<file path="config.mk">
export PLATFORM = sky130hd
export DESIGN_NAME = alu_result_select
export DESIGN_NICKNAME = d
export VERILOG_FILES = /design/src/rtl/alu_result_select.sv
export SDC_FILE = /design/constraint.sdc
export NUM_CORES = 1
export LEC_CHECK = 0
export CAP_MARGIN = 0
export CORE_AREA = 10 10 124 126
export CTS_CLUSTER_DIAMETER = 80
export CTS_CLUSTER_SIZE = 28
export DETAILED_ROUTE_END_ITERATION = 8
export DIE_AREA = 0 0 134 136
export PLACE_DENSITY_LB_ADDON = 0.25
export SYNTH_ARGS = -nofsm -noshare
export SYNTH_HDL_FRONTEND = slang
export SYNTH_SLANG_ARGS = --single-unit
</file>
<file path="constraint.sdc">
create_clock -name clk -period 3.6 [get_ports clk]
set_input_delay 0.36 -clock clk [delete_from_list [all_inputs] [get_ports clk]]
set_output_delay 0.36 -clock clk [all_outputs]
set_load 0.05 [all_outputs]
</file>
<file path="src/rtl/alu_result_select.sv">
// Selects one of NUM_IN packed inputs and queues the value with its select
// code in a two-entry FIFO; out-of-range selects yield zero data and a sticky error.
module alu_result_select #(
  parameter int WIDTH  = 32,
  parameter int NUM_IN = 8,
  parameter int SEL_W  = 3
) (
  input  logic                    clk,
  input  logic                    reset,
  input  logic [NUM_IN*WIDTH-1:0] in_bus,
  input  logic [SEL_W-1:0]        sel,
  input  logic                    in_valid,
  output logic                    in_ready,
  output logic [WIDTH-1:0]        out_data,
  output logic [SEL_W-1:0]        out_sel,
  output logic                    out_zero,
  output logic                    out_valid,
  input  logic                    out_ready,
  output logic                    sel_err,
  input  logic                    clr_err
);

  localparam logic [1:0] EMPTY = 2'd0;
  localparam logic [1:0] ONE   = 2'd1;
  localparam logic [1:0] TWO   = 2'd2;

  logic [1:0]       state;
  logic [WIDTH-1:0] head_data;
  logic [WIDTH-1:0] tail_data;
  logic [SEL_W-1:0] head_sel;
  logic [SEL_W-1:0] tail_sel;
  logic [WIDTH-1:0] cap_data;
  logic             sel_bad;
  logic             accept;
  logic             pop;

  // Handshake: a transfer happens on a rising edge where valid and ready are
  // both high; valid must not wait on ready, and ready is a pure function of
  // registered state so no combinational path runs from out_ready to in_ready.
  assign accept    = in_valid && in_ready;
  assign pop       = out_valid && out_ready;
  assign in_ready  = (state != TWO);
  assign out_valid = (state != EMPTY);
  assign out_data  = head_data;
  assign out_sel   = head_sel;
  assign out_zero  = out_valid && (head_data == '0);

  // Selects that match no input leave the captured data at zero.
  always_comb begin
    cap_data = '0;
    sel_bad  = 1'b1;
    for (int k = 0; k < NUM_IN; k++) begin
      if (sel == SEL_W'(k)) begin
        cap_data = in_bus[k*WIDTH +: WIDTH];
        sel_bad  = 1'b0;
      end
    end
  end

  always_ff @(posedge clk) begin
    if (reset) begin
      state     <= EMPTY;
      head_data <= '0;
      head_sel  <= '0;
      tail_data <= '0;
      tail_sel  <= '0;
    end else begin
      case (state)
        EMPTY: begin
          if (accept) begin
            head_data <= cap_data;
            head_sel  <= sel;
            state     <= ONE;
          end
        end
        ONE: begin
          if (accept && !pop) begin
            tail_data <= cap_data;
            tail_sel  <= sel;
            state     <= TWO;
          end else if (accept && pop) begin
            head_data <= cap_data;
            head_sel  <= sel;
          end else if (pop) begin
            state <= EMPTY;
          end
        end
        TWO: begin
          if (pop) begin
            head_data <= tail_data;
            head_sel  <= tail_sel;
            state     <= ONE;
          end
        end
        default: state <= EMPTY;
      endcase
    end
  end

  // A new error wins over a simultaneous clear.
  always_ff @(posedge clk) begin
    if (reset) begin
      sel_err <= 1'b0;
    end else if (accept && sel_bad) begin
      sel_err <= 1'b1;
    end else if (clr_err) begin
      sel_err <= 1'b0;
    end
  end

endmodule

</file>
==> out/results.tsv <==
metric	value	unit
outcome	finished clean	
initial antenna violation count	3	
Post-DRT Antenna Nets	0	
Worst Path Arrival	2.28	ns
post-route cell area	8670	um^2
crit path cell chain	nor4_1, nand3_1, nor3_1, clkdlybuf4s50_1	
Relative slew margins	0.292	
Clock Sinks	73	
post-synthesis register bit count	73	
Die Span Y	136	um
Fillers	1118	
buffers added on ports	302	
number of global-route vias before repair	5830	
hold buffer count at CTS	0	
worst vdd ir	0.000238	V
die footprint	18200	um^2
Distinct cells, synth	40	
# H-tree levels	3	
Ports	303	
Setup crit end kind	output pin	
crit path max fanout	3	
die width	134	um
Setup Skew	0.00519	ns
Root Driver	clkbuf_16	
placed cell area	8320	um^2
wirelength, routed	23500	um
final worst path period share	0.734	
synth-to-layout area growth	61.9	%
total CTS buffers	9	
Net Count, Synth	930	
Leak Pwr	0.00312	uW
setup TNS	0	ns
Post-synth EDFFs	0	
Tmin final	2.64	ns
first-pass GRT wire length	34400	um
worst-margin pin slew	1.06	ns
Core Footprint	13000	um^2
Hold Slack	0.472	ns
register area share after synthesis	0.273	
Post-CTS Resized	0	
effective utilization at floorplan	0.412	
CP Launch Type	register	
CP Data Required Time	3.24	ns
Layout Nets	1182	
routed length per placed instance	21.3	um
pre-CTS WS	0.999	ns
crit-path max cell delay	0.83	ns
DRC	0	
Synth Warn #	0	
Final Max Slew Viols	0	
share of layout cells above drive strength 1	0.0618	
DR pass1 iterations	5	
CTS tree	built	
critical path's slowest cell	clkdlybuf4s50_1	
Clk pin slew, worst setup/hold paths	0.06	ns
Max Freq	378	MHz
RSZ-0062 raised after global routing	false	
initial DRC count	546	
total grt overflow	0	
final RePlAce weighted congestion	0.834	
cell area after synthesis	5350	um^2
Util after Layout	0.668	
clk_lat worst skew	0.33	ns
Rows	42	
HPWL Detailed	18800	um
Post-Syn Area per Cell	8.04	um^2
final setup vio count	0	
total track usage	0.240	
MaxCap Viol Count	0	
Async SR Flop Fraction	0	
largest net degree at the start of global routing	121	
setup ws final	0.957	ns
Max clock buf depth	2	
cells after synthesis	666	
kind of critical path	reg2out	
Top FF cell, synth	dfxtp_1	
worst hold path type	reg2reg	
PD cells	343	nW/um^2
Post-CTS Repair Setup Buffers	0	
via count	6151	
Final Hold Viols	0	
Via density	5.58	
==> flip-flops by register name, indices dropped and copies added (netlist names) <==
register / cells
tail_data: 32
state: 2
out_sel: 3
sel_err: 1
out_data: 32
tail_sel: 3
==> synthesized netlist by cell type, drive strengths merged, types with 17 or more instances <==
cell type | instances | area, um^2
buf | 36 | 244
a211oi | 37 | 278
nand2 | 17 | 63.8
a21oi | 87 | 435
o22ai | 23 | 144
o21ai | 55 | 275
o211ai | 39 | 293
dfxtp | 73 | 1460
nand3 | 36 | 180
nand2b | 54 | 338
a22oi | 21 | 193
clkbuf | 35 | 131
nor2b | 22 | 138
mux2i | 46 | 460
nor2 | 20 | 75.1
==> metrics by stage <==
stage	power, uW	cells
floorplan	1470	666
global placement	1940	1083
detailed placement	1950	1083
CTS	2970	1099
global route	3080	1102
finish	2970	1102
==> path summary, 6_finish.rpt <==
path / from / to / slack (ns) / cells after the start
setup reg to reg: state[1]$_SDFFE_PP0P_ / out_data[12]$_SDFFE_PP0P_ / 1.48 / 6
hold reg to reg: sel_err$_SDFFE_PP0P_ / sel_err$_SDFFE_PP0P_ / 0.47 / 1
setup / recovery: out_data[7]$_SDFFE_PP0P_ / out_zero / 0.96 / 4
hold / removal: sel_err$_SDFFE_PP0P_ / sel_err$_SDFFE_PP0P_ / 0.47 / 1
==> worst max-delay path, delay by kind of cell, from the launching register on <==
| family | cells | cell delay, ns |
|---|---|---|
| buf+inv | 1 | 0.83 |
| flops | 1 | 0.32 |
| simple gates | 3 | 0.79 |
==> final cells by class <==
cell class                 count  area (um^2)  area share
clock buffer                   9          225      0.0260
multi-input combinational    518         3520       0.406
tap                          176          220      0.0254
clock inverter                 7          119      0.0137
timing repair buffer         312         3100       0.357
antenna                        3         7.51    0.000866
inverter                       4         15.0     0.00173
sequential                    73         1460       0.169
==> layer usage <==
| metal | up-vias | track usage | routed length, um |
|---|---|---|---|
| li1 | 3040 | - | - |
| met1 | 2868 | 0.300 | 9740 |
| met2 | 233 | 0.404 | 11800 |
| met3 | 10 | 0.0598 | 1780 |
| met4 | 0 | 0.0617 | 160 |
| met5 | - | 0 | 0 |
==> layout by cell type, fill, tap and decap left out, drive strengths merged, types with 2 or more instances in the layout <==
cell type,count
mux2i,46
clkinv,3
clkinvlp,2
a21o,3
o22ai,23
o21ai,55
a22oi,21
nand3,36
mux2,11
nor4,8
clkdlybuf4s50,298
inv,3
nand2,17
nor2b,22
dfxtp,73
a211oi,37
nor3,2
diode,3
nor2,20
and2b,2
nor3b,2
nand2b,54
a31o,8
bufinv,3
a311oi,3
a221o,11
clkbuf,9
buf,14
o211ai,39
a21oi,87
mux4,5
==> power breakdown <==
part           switching, uW  internal [uW]  total (uW)
Clock                    348            676        1020
Sequential              47.0            867         914
Combinational            518            513        1030
Total                    913           2060        2970
==> kinds of logic (layout without fill, tap and decap cells) <==
family                 count (synthesis)  count (layout)  synth area share
AO/OA/AOI/OAI                        288             288             0.347
buffers and inverters                 75             332            0.0729
other                                  0               3                 0
flip-flops                            73              73             0.273
AND/OR/NAND/NOR                      168             168             0.172
multiplexers                          62              62             0.135
Note: power is estimated with default switching activity, not from simulation.
